--- src/rtl/pipe_ctrl_if.sv ---
// Pipeline control bundle between the sequencing controller and the pipeline.
//  master : the controller (pipe_ctrl) - samples stall requests and EX branch
//           resolution, drives stall/flush/redirect controls and the stall counter.
//  slave  : the pipeline side - drives requests and branch info, consumes controls.
// Signals:
//  if/id/ex/mem_stall_req  per-stage stall requests
//  branch_taken_i          taken branch/jump resolved in EX
//  branch_target_i         redirect target (ADDR_W)
//  stall_o                 hold bits [0]PC [1]IF/ID [2]ID/EX [3]EX/MEM [4]MEM/WB [5]WB
//  flush_o                 clear IF/ID and ID/EX to NOP on next edge
//  pc_redirect_o           PC loads redirect_pc_o on next edge
//  redirect_pc_o           redirect target (ADDR_W)
//  stall_cnt_o             saturating count of PC-stall cycles (CNT_W)
interface pipe_ctrl_if #(
  parameter int unsigned ADDR_W = 32,
  parameter int unsigned CNT_W  = 16
);
  logic              if_stall_req;
  logic              id_stall_req;
  logic              ex_stall_req;
  logic              mem_stall_req;
  logic              branch_taken_i;
  logic [ADDR_W-1:0] branch_target_i;
  logic [5:0]        stall_o;
  logic              flush_o;
  logic              pc_redirect_o;
  logic [ADDR_W-1:0] redirect_pc_o;
  logic [CNT_W-1:0]  stall_cnt_o;

  modport master (
    input  if_stall_req, id_stall_req, ex_stall_req, mem_stall_req,
    input  branch_taken_i, branch_target_i,
    output stall_o, flush_o, pc_redirect_o, redirect_pc_o, stall_cnt_o
  );

  modport slave (
    output if_stall_req, id_stall_req, ex_stall_req, mem_stall_req,
    output branch_taken_i, branch_target_i,
    input  stall_o, flush_o, pc_redirect_o, redirect_pc_o, stall_cnt_o
  );
endinterface

--- src/rtl/pipe_ctrl.sv ---
// Pipeline sequencing controller for the 5-stage RV32I core.
//  - Merges per-stage stall requests into one stall vector (deepest requester wins).
//  - Accepts EX-resolved branch/jump redirects and flushes IF/ID and ID/EX.
//  - If IF is busy when a redirect is accepted, parks the target until the
//    pipeline is quiet, then redirects (flushing the stale fetch).
//  - Counts PC-stall cycles, saturating.
// Ports:
//  clk  clock, rising edge
//  rst  synchronous active-high reset; all outputs forced to 0 while asserted
//  bus  pipe_ctrl_if.master - requests/branch in, stall/flush/redirect/count out
module pipe_ctrl #(
  parameter int unsigned ADDR_W = 32,
  parameter int unsigned CNT_W  = 16
) (
  input logic         clk,
  input logic         rst,
  pipe_ctrl_if.master bus
);

  localparam logic StRun    = 1'b0;
  localparam logic StWaitIf = 1'b1;

  logic              state_q, state_d;
  logic [ADDR_W-1:0] pend_q, pend_d;
  logic [CNT_W-1:0]  cnt_q, cnt_d;

  logic [5:0]        req_vec;
  logic [5:0]        stall;
  logic              flush;
  logic              redir;
  logic [ADDR_W-1:0] redir_pc;
  logic              accept;
  logic              all_clear;

  // Deepest requester wins: a stalled stage also holds everything upstream.
  always_comb begin
    req_vec = 6'b000000;
    if (bus.mem_stall_req)     req_vec = 6'b011111;
    else if (bus.ex_stall_req) req_vec = 6'b001111;
    else if (bus.id_stall_req) req_vec = 6'b000111;
    else if (bus.if_stall_req) req_vec = 6'b000011;
  end

  // A branch seen while EX/MEM is held is ignored; EX re-presents it later.
  assign accept    = bus.branch_taken_i & ~bus.ex_stall_req & ~bus.mem_stall_req;
  assign all_clear = ~(bus.if_stall_req | bus.id_stall_req |
                       bus.ex_stall_req | bus.mem_stall_req);

  always_comb begin
    stall    = req_vec;
    flush    = 1'b0;
    redir    = 1'b0;
    redir_pc = '0;
    state_d  = state_q;
    pend_d   = pend_q;
    case (state_q)
      StRun: begin
        if (accept) begin
          flush = 1'b1;
          if (!bus.if_stall_req) begin
            // EX/MEM/IF are free and the ID hazard is on the wrong path.
            stall    = 6'b000000;
            redir    = 1'b1;
            redir_pc = bus.branch_target_i;
          end else begin
            stall   = 6'b000011;
            pend_d  = bus.branch_target_i;
            state_d = StWaitIf;
          end
        end
      end
      StWaitIf: begin
        if (all_clear) begin
          // Flush again so the stale in-flight fetch never reaches ID.
          stall    = 6'b000000;
          flush    = 1'b1;
          redir    = 1'b1;
          redir_pc = pend_q;
          state_d  = StRun;
        end else begin
          stall = req_vec | 6'b000111;
        end
      end
      default: state_d = StRun;
    endcase
  end

  always_comb begin
    cnt_d = cnt_q;
    if (stall[0] && (cnt_q != {CNT_W{1'b1}})) cnt_d = cnt_q + CNT_W'(1);
  end

  always_ff @(posedge clk) begin
    if (rst) begin
      state_q <= StRun;
      pend_q  <= '0;
      cnt_q   <= '0;
    end else begin
      state_q <= state_d;
      pend_q  <= pend_d;
      cnt_q   <= cnt_d;
    end
  end

  assign bus.stall_o       = rst ? 6'b000000 : stall;
  assign bus.flush_o       = rst ? 1'b0 : flush;
  assign bus.pc_redirect_o = rst ? 1'b0 : redir;
  assign bus.redirect_pc_o = rst ? '0 : redir_pc;
  assign bus.stall_cnt_o   = rst ? '0 : cnt_q;

endmodule
--- src/flat_wrapper.sv ---
// flat-port wrapper written by rule: the top's interface ports become plain ports
module pipe_ctrl_flat 
#(
  parameter int unsigned ADDR_W = 32,
  parameter int unsigned CNT_W  = 16
)
  (clk, rst, bus_if_stall_req, bus_id_stall_req, bus_ex_stall_req, bus_mem_stall_req, bus_branch_taken_i, bus_branch_target_i, bus_stall_o, bus_flush_o, bus_pc_redirect_o, bus_redirect_pc_o, bus_stall_cnt_o);
  pipe_ctrl_if #(.ADDR_W(ADDR_W), .CNT_W(CNT_W)) bus_i ();
  input logic clk;
  input logic rst;
  input wire logic [$bits(bus_i.if_stall_req)-1:0] bus_if_stall_req;
  input wire logic [$bits(bus_i.id_stall_req)-1:0] bus_id_stall_req;
  input wire logic [$bits(bus_i.ex_stall_req)-1:0] bus_ex_stall_req;
  input wire logic [$bits(bus_i.mem_stall_req)-1:0] bus_mem_stall_req;
  input wire logic [$bits(bus_i.branch_taken_i)-1:0] bus_branch_taken_i;
  input wire logic [$bits(bus_i.branch_target_i)-1:0] bus_branch_target_i;
  output wire logic [$bits(bus_i.stall_o)-1:0] bus_stall_o;
  output wire logic [$bits(bus_i.flush_o)-1:0] bus_flush_o;
  output wire logic [$bits(bus_i.pc_redirect_o)-1:0] bus_pc_redirect_o;
  output wire logic [$bits(bus_i.redirect_pc_o)-1:0] bus_redirect_pc_o;
  output wire logic [$bits(bus_i.stall_cnt_o)-1:0] bus_stall_cnt_o;
  assign bus_i.if_stall_req = bus_if_stall_req;
  assign bus_i.id_stall_req = bus_id_stall_req;
  assign bus_i.ex_stall_req = bus_ex_stall_req;
  assign bus_i.mem_stall_req = bus_mem_stall_req;
  assign bus_i.branch_taken_i = bus_branch_taken_i;
  assign bus_i.branch_target_i = bus_branch_target_i;
  assign bus_stall_o = bus_i.stall_o;
  assign bus_flush_o = bus_i.flush_o;
  assign bus_pc_redirect_o = bus_i.pc_redirect_o;
  assign bus_redirect_pc_o = bus_i.redirect_pc_o;
  assign bus_stall_cnt_o = bus_i.stall_cnt_o;
  pipe_ctrl #(.ADDR_W(ADDR_W), .CNT_W(CNT_W)) u_core (.clk(clk), .rst(rst), .bus(bus_i));
endmodule
--- config.mk ---
export PLATFORM = sky130hd
export DESIGN_NAME = pipe_ctrl_flat
export DESIGN_NICKNAME = d
export VERILOG_FILES = /design/src/rtl/pipe_ctrl_if.sv /design/src/rtl/pipe_ctrl.sv /design/src/flat_wrapper.sv
export SDC_FILE = /design/constraint.sdc
export NUM_CORES = 1
export LEC_CHECK = 0
export BUFFER_PORTS_ARGS = -buffer_cell sky130_fd_sc_hd__buf_2
export CORE_MARGIN = 10
export CORE_UTILIZATION = 40
export CTS_CLUSTER_SIZE = 40
export DETAILED_ROUTE_END_ITERATION = 12
export PLACE_DENSITY = 0.67
export SLEW_MARGIN = 0
export SYNTH_ARGS = -nofsm -noshare
export SYNTH_HDL_FRONTEND = slang
export SYNTH_SLANG_ARGS = --single-unit
--- constraint.sdc ---
create_clock -name clk -period 2.4 [get_ports clk]
set_clock_uncertainty 0.05 [all_clocks]
set_input_delay 0.48 -clock clk [delete_from_list [all_inputs] [get_ports clk]]
set_output_delay 0.48 -clock clk [all_outputs]
set_load 0.005 [all_outputs]
==> results of run 1 <==
worst reg2reg max path: cells and delay by family (launching register included):
family | cells | cell delay (ns)
AND/OR/NAND/NOR | 3 | 0.81
adder cells (fa/ha/maj) | 1 | 0.21
flip-flops | 1 | 0.39
multiplexers | 1 | 0.33
cell type report:
cell class                      count  area, sq um  share of cell area
Timing Repair Buffer              106          613               0.184
Inverter                            3         11.3             0.00338
Multi-Input combinational cell    269         1530               0.458
Tap cell                           77         96.3              0.0289
Sequential cell                    49          981               0.295
Clock buffer                        7         96.3              0.0289
Clock inverter                      1         5.00             0.00150
where the power goes:
part           internal, W  total (W)  switching [W]  leakage, nW
registers         0.000829   0.000842      0.0000127        0.396
clock network     0.000261   0.000526       0.000265       0.0542
logic            0.0000776   0.000180       0.000102        0.982
total              0.00117    0.00155       0.000380         1.43
flip-flops by register name, summed over array words and instances, names as in the netlist:
signal,count
u_core.cnt_q,16
u_core.pend_q,32
u_core.state_q,1
metrics by stage:
step | hold WS (ns) | util | setup TNS (ns) | instances | cell area (sq um)
floorplan | 0.387 | - | 0 | 349 | 2650
global placement | 0.392 | 0.505 | 0 | 504 | 3230
detailed placement | 0.397 | 0.505 | 0 | 504 | 3230
CTS | 0.366 | 0.521 | 0 | 512 | 3330
global route | 0.369 | 0.521 | -0.177 | 512 | 3330
finish | 0.371 | 0.521 | 0 | 512 | 3330
synth_stat cells (all sizes together):
cell	number	area share
o31a	1	0.0033
nor4b	4	0.018
nor3	4	0.0094
or4	1	0.0028
a22oi	32	0.091
clkbuf	13	0.018
nor2b	17	0.040
o21ai	3	0.0057
o31ai	2	0.0057
and3	3	0.0071
or3b	1	0.0033
a21o	1	0.0028
conb	1	0.0014
and2	1	0.0024
nor3b	1	0.0071
nand2b	1	0.0024
o22ai	1	0.0024
nor2	50	0.071
mux2	11	0.047
nand4	4	0.014
nand3	3	0.0057
inv	3	0.0043
dfxtp	49	0.37
o211ai	1	0.0028
and4	1	0.0033
nor4	7	0.027
ha	1	0.0047
a21oi	41	0.079
a211oi	1	0.0028
buf	15	0.032
or3	4	0.013
nand2	71	0.10
final timing paths:
| check | slack [ns] | startpoint | cells past startpoint | endpoint |
|---|---|---|---|---|
| hold reg to reg | 0.41 | u_core.pend_q[22]$_SDFFE_PP0P_ | 2 | u_core.pend_q[22]$_SDFFE_PP0P_ |
| setup reg to reg | 0.50 | u_core.cnt_q[0]$_SDFFE_PP0P_ | 5 | u_core.cnt_q[7]$_SDFFE_PP0P_ |
| setup / recovery | 0.05 | bus_mem_stall_req | 7 | bus_redirect_pc_o[22] |
| hold / removal | 0.37 | bus_branch_target_i[14] | 3 | u_core.pend_q[14]$_SDFFE_PP0P_ |
kinds of logic (layout without fill, tap and decap cells):
logic type	count (synthesis)	after routing	synth area share
flip-flops	49	49	0.370
multiplexers	11	11	0.0468
AO/OA/AOI/OAI	83	83	0.195
other	1	1	0.00142
buffers and inverters	31	117	0.0543
AND/OR/NAND/NOR	173	173	0.327
adder cells (fa/ha/maj)	1	1	0.00472
per-layer routing:
layer | routed length, um | GRT usage | vias up
li1 | - | - | 1374
met4 | 72 | 0.0397 | 0
met2 | 3340 | 0.221 | 67
met1 | 3310 | 0.169 | 1214
met5 | 0 | 0 | -
met3 | 497 | 0.0388 | 4
==> flow_summary_export.csv, run 1 <==
group,metric,value,unit
finish,nets,474,
clock_tree,h-tree-depth,2,
routing,first_iter_violations,102,
finish,diodes,0,
clock_tree,clkSlewWorstSetupHoldPaths,0.09,ns
sta,relSlewSlack,0.647,
placed_design,dp_hpwl,5470,um
synthesis,synth.yosys.seq_area_share,0.370,
critical_path,critPathRequiredTime,1.87,ns
critical_path,slowest_delay,0.41,ns
sta,timing.final.ws_setup,0.0453,ns
synthesis,synth_cells,349,
placed_design,dp_slack,0.0371,ns
critical_path,cp_cell_sequence,"buf_2 -> or3_4 -> nor3b_4 -> buf_12 -> a22oi_1 -> nor2_1 -> buf_2",
power,powerDensity,465,nW/um^2
die,dieArea,10300,sq um
sta,rsz0062_at_grt,"yes",
sta,min_period,2.35,ns
routing,via_count,2659,
synthesis,avgSynthCellArea,7.59,sq um
die,core_area,6390,sq um
routing,via_per_inst,5.19,
sta,period_share,0.981,
placed_design,io_buffers,93,
critical_path,crit_path_frequent_cell,"buf_2",
grt,antenna_found_initial,0,
outcome,status,"finished clean",
die,fp.dieH,101,um
die,num_rows,29,
clock_tree,numCtsBuffers,5,
critical_path,slowest_stage,"or3_4",
sta,timing_hold_violations_final,0,
clock_tree,cts_resized,0,
power,finalPower,0.00155,W
grt,grt_pass1_vias,2608,
critical_path,criticalPathCategory,"primary input to output port",
critical_path,critPathCaptureType,"output port",
critical_path,cp_num_buf_inv,3,
synthesis,synth_fp_nets,389,
synthesis,syn_area,2650,sq um
finish,area_growth,25.7,%
critical_path,critPathLaunchType,"primary input",
clock_tree,holdBufCountCts,0,
clock_tree,cts_tree,"built",
die,fp.dieW,101,um
grt,grt_max_degree,56,
run,cap_violations,0,
worst_hold_path,hp-class,"primary input to flop",
sta,clock.fmax,0.425,GHz
clock_tree,numClockSinks,49,
synthesis,ys_types,42,
routing,firstDrtPassIters,4,
clock_tree,cts-root-buf,"clkbuf_8",
sta,setup_viol,0,
grt,grt_pass1_wl,11900,um
placed_design,gp_congestion,0.802,
grt,grt_overflow,0,
routing,ant_nets,0,
synthesis,synth_seq_cells,49,
critical_path,cp_max_fo,33,
sta,drv_slew,0,
critical_path,critPathArrivalTime,1.82,ns
finish,fillCellCount,644,
power,p_leak,1.43,nW
routing,remaining_drc_errors,0,
clock_tree,clk_latency,0.29,ns
clock_tree,clockBufferDepth,2,
routing,wl_per_cell,14.1,um
sta,worst_pin_slew,0.526,ns
finish,final_cell_mix,"buf_2 (93), nand2_1 (71), nor2_1 (49), dfxtp_1 (49), a21oi_1 (40)",
die,start_util,0.415,
clock_tree,post_cts_buffers,0,
grt,track_usage,0.135,
power,peakVddDrop,0.000218,V
finish,final_common_cell,"buf_2",
die,io_pins,95,
finish,drive_above_1_share,0.292,
synthesis,yosysWarnings,0,
critical_path,crit_family,"simple AND/OR/NAND/NOR gates",
routing,wl,7220,um
No activity file was read; power rests on OpenSTA's default activity.
==> run 2: changes to the inputs <==
- CORE_UTILIZATION: 40 -> 45
- CTS_BUF_LIST: unset -> sky130_fd_sc_hd__clkbuf_4 sky130_fd_sc_hd__clkbuf_8
- PLACE_DENSITY: 0.67 -> 0.73
==> flow_summary_export.csv, run 2 (synthesis gave the netlist of run 1 again) <==
group,metric,value,unit
routing,wl,7980,um
clock_tree,holdBufCountCts,0,
die,fp.dieH,96.7,um
routing,first_iter_violations,117,
critical_path,timing.rr.start,"u_core.cnt_q[0]$_SDFFE_PP0P_",
sta,setup_viol,0,
die,core_area,5610,sq um
worst_hold_path,min_to,"u_core.pend_q[24]$_SDFFE_PP0P_",
sta,min_period,2.39,ns
sta,rsz0062_at_grt,"yes",
finish,final_cells,512,
die,num_rows,27,
clock_tree,clk_latency,0.30,ns
critical_path,crit_path_frequent_cell,"buf_6",
worst_hold_path,hold_depth,3,
sta,timing_hold_violations_final,0,
die,io_pins,95,
clock_tree,numCtsBuffers,5,
critical_path,r2r_slack,0.49,ns
power,clkPwrFrac,0.374,
finish,final_cell_mix,"buf_2 (91), nand2_1 (71), nor2_1 (49), dfxtp_1 (49), a21oi_1 (40)",
placed_design,place_area,3230,sq um
placed_design,gp_congestion,0.849,
finish,largest_register_ffs,32,
critical_path,criticalPathCategory,"primary input to output port",
critical_path,worstRegToRegCells,5,
placed_design,io_buffers,93,
routing,firstDrtPassIters,4,
critical_path,r2r_end,"u_core.cnt_q[7]$_SDFFE_PP0P_",
grt,grt_pass1_wl,12500,um
die,start_util,0.472,
clock_tree,cts_tree,"built",
finish,nets,479,
sta,worst_pin_slew,0.563,ns
power,p_comb_frac,0.115,
placed_design,dp_hpwl,5690,um
routing,via_count,2741,
clock_tree,numClockSinks,49,
critical_path,cp_num_buf_inv,4,
critical_path,critPathRequiredTime,1.87,ns
finish,diodes,0,
routing,via_per_inst,5.35,
clock_tree,cts-root-buf,"clkbuf_8",
critical_path,cp_max_fo,8,
die,fp.dieW,96.7,um
power,switchingPower,0.000400,W
routing,wl_per_cell,15.6,um
worst_hold_path,hp-class,"primary input to flop",
placed_design,dp.cells,499,
sta,drv_slew,0,
run,cap_violations,0,
power,p_int,0.00125,W
routing,remaining_drc_errors,0,
die,dieArea,9350,sq um
grt,grt_overflow,0,
grt,track_usage,0.151,
power,p_sw_frac,0.242,
clock_tree,h-tree-depth,2,
grt,antenna_found_initial,0,
outcome,status,"finished clean",
sta,holdWs,0.372,ns
power,powerDensity,472,nW/um^2
sta,relSlewSlack,0.622,
critical_path,critPathCaptureType,"output port",
power,peakVddDrop,0.000357,V
power,finalPower,0.00165,W
critical_path,crit_family,"simple AND/OR/NAND/NOR gates",
critical_path,critPathArrivalTime,1.86,ns
power,p_leak,1.49,nW
finish,design_area,3500,sq um
finish,drive_above_1_share,0.316,
sta,clock.fmax,0.419,GHz
grt,grt_max_degree,45,
worst_hold_path,min-delay-start,"bus_branch_target_i[24]",
finish,regMostFlops,"u_core.pend_q",
finish,area_growth,32.1,%
sta,period_share,0.995,
critical_path,critPathLaunchType,"primary input",
clock_tree,clkSlewWorstSetupHoldPaths,0.09,ns
finish,reg.largest.list,"u_core.pend_q: 32 flops, u_core.cnt_q: 16 flops, u_core.state_q: 1 flops",
grt,grt_pass1_vias,2634,
critical_path,cp_cell_sequence,"buf_6 -> or3_4 -> nor3b_4 -> buf_6 -> clkbuf_16 -> a22oi_1 -> nor2_1 -> buf_2",
critical_path,slowest_delay,0.42,ns
finish,final_common_cell,"buf_2",
clock_tree,clockBufferDepth,2,
routing,ant_nets,0,
power,power_frac_seq,0.510,
critical_path,slowest_stage,"or3_4",
-- run 2: changes by cell type in the layout (fill, tap and decap cells not counted), sizes merged --
cell      change
clkinv        -1
bufinv        +1
clkbuf        +2
buf           +2
clkinvlp      +1
-- run 2: power groups by stage --
stage | Clock, W | Sequential, W | Combinational (W)
5_1_grt | 0.000659 | 0.000845 | 0.000214
6_report | 0.000618 | 0.000843 | 0.000190
3_5_place_dp | 0 | 0.000861 | 0.000184
2_1_floorplan | 0 | 0.000858 | 0.0000962
3_3_place_gp | 0 | 0.000860 | 0.000181
4_1_cts | 0.000628 | 0.000842 | 0.000185
-- run 2: timing repair --
| action | 4_1_cts | 5_1_grt |
|---|---|---|
| setup buffers | 0 | 1 |
| resized for setup | 0 | 10 |
| endpoints found under the setup margin | 0 | 21 |
-- run 2: tightest hold or removal path, stage by stage --
cell and delay, ns:
buf_2 0.10, nand2_1 0.05, a21oi_1 0.05
-- run 2: final cells by class --
cell class / instances / area (sq um)
tap: 72 / 90.1
timing repair buffer: 111 / 736
fill: 513 / 2110
multi-input combinational: 269 / 1560
clock inverter: 2 / 37.5
clock buffer: 6 / 82.6
inverter: 3 / 11.3
sequential: 49 / 981
-- run 2: through the flow --
step                       util  TNS, ns  worst slack (ns)
final                     0.624        0            0.0131
after floorplan               -        0             0.301
after global routing      0.624   -0.614           -0.0421
after CTS                 0.598        0            0.0222
after global placement    0.577        0            0.0527
after detailed placement  0.577        0            0.0279
-- run 2: routing by layer --
metal / share of wire / track usage / wire, um / up-vias
met3: 0.048 / 0.0376 / 384 / 6
li1: - / - / - / 1386
met2: 0.49 / 0.255 / 3950 / 71
met1: 0.45 / 0.186 / 3580 / 1278
met4: 0.0080 / 0.0406 / 64 / 0
met5: 0 / 0 / 0 / -
-- run 2: how the worst max path moves through the flow --
stage | endpoint | cells past startpoint | slack [ns] | startpoint
after floorplan | bus_redirect_pc_o[10] | 5 | 0.30 | bus_if_stall_req
after global placement | bus_redirect_pc_o[26] | 7 | 0.05 | bus_if_stall_req
after detailed placement | bus_redirect_pc_o[26] | 7 | 0.03 | bus_if_stall_req
after CTS | bus_redirect_pc_o[26] | 7 | 0.02 | bus_if_stall_req
after global routing | bus_redirect_pc_o[5] | 8 | -0.04 | bus_mem_stall_req
final | bus_redirect_pc_o[18] | 8 | 0.01 | bus_mem_stall_req
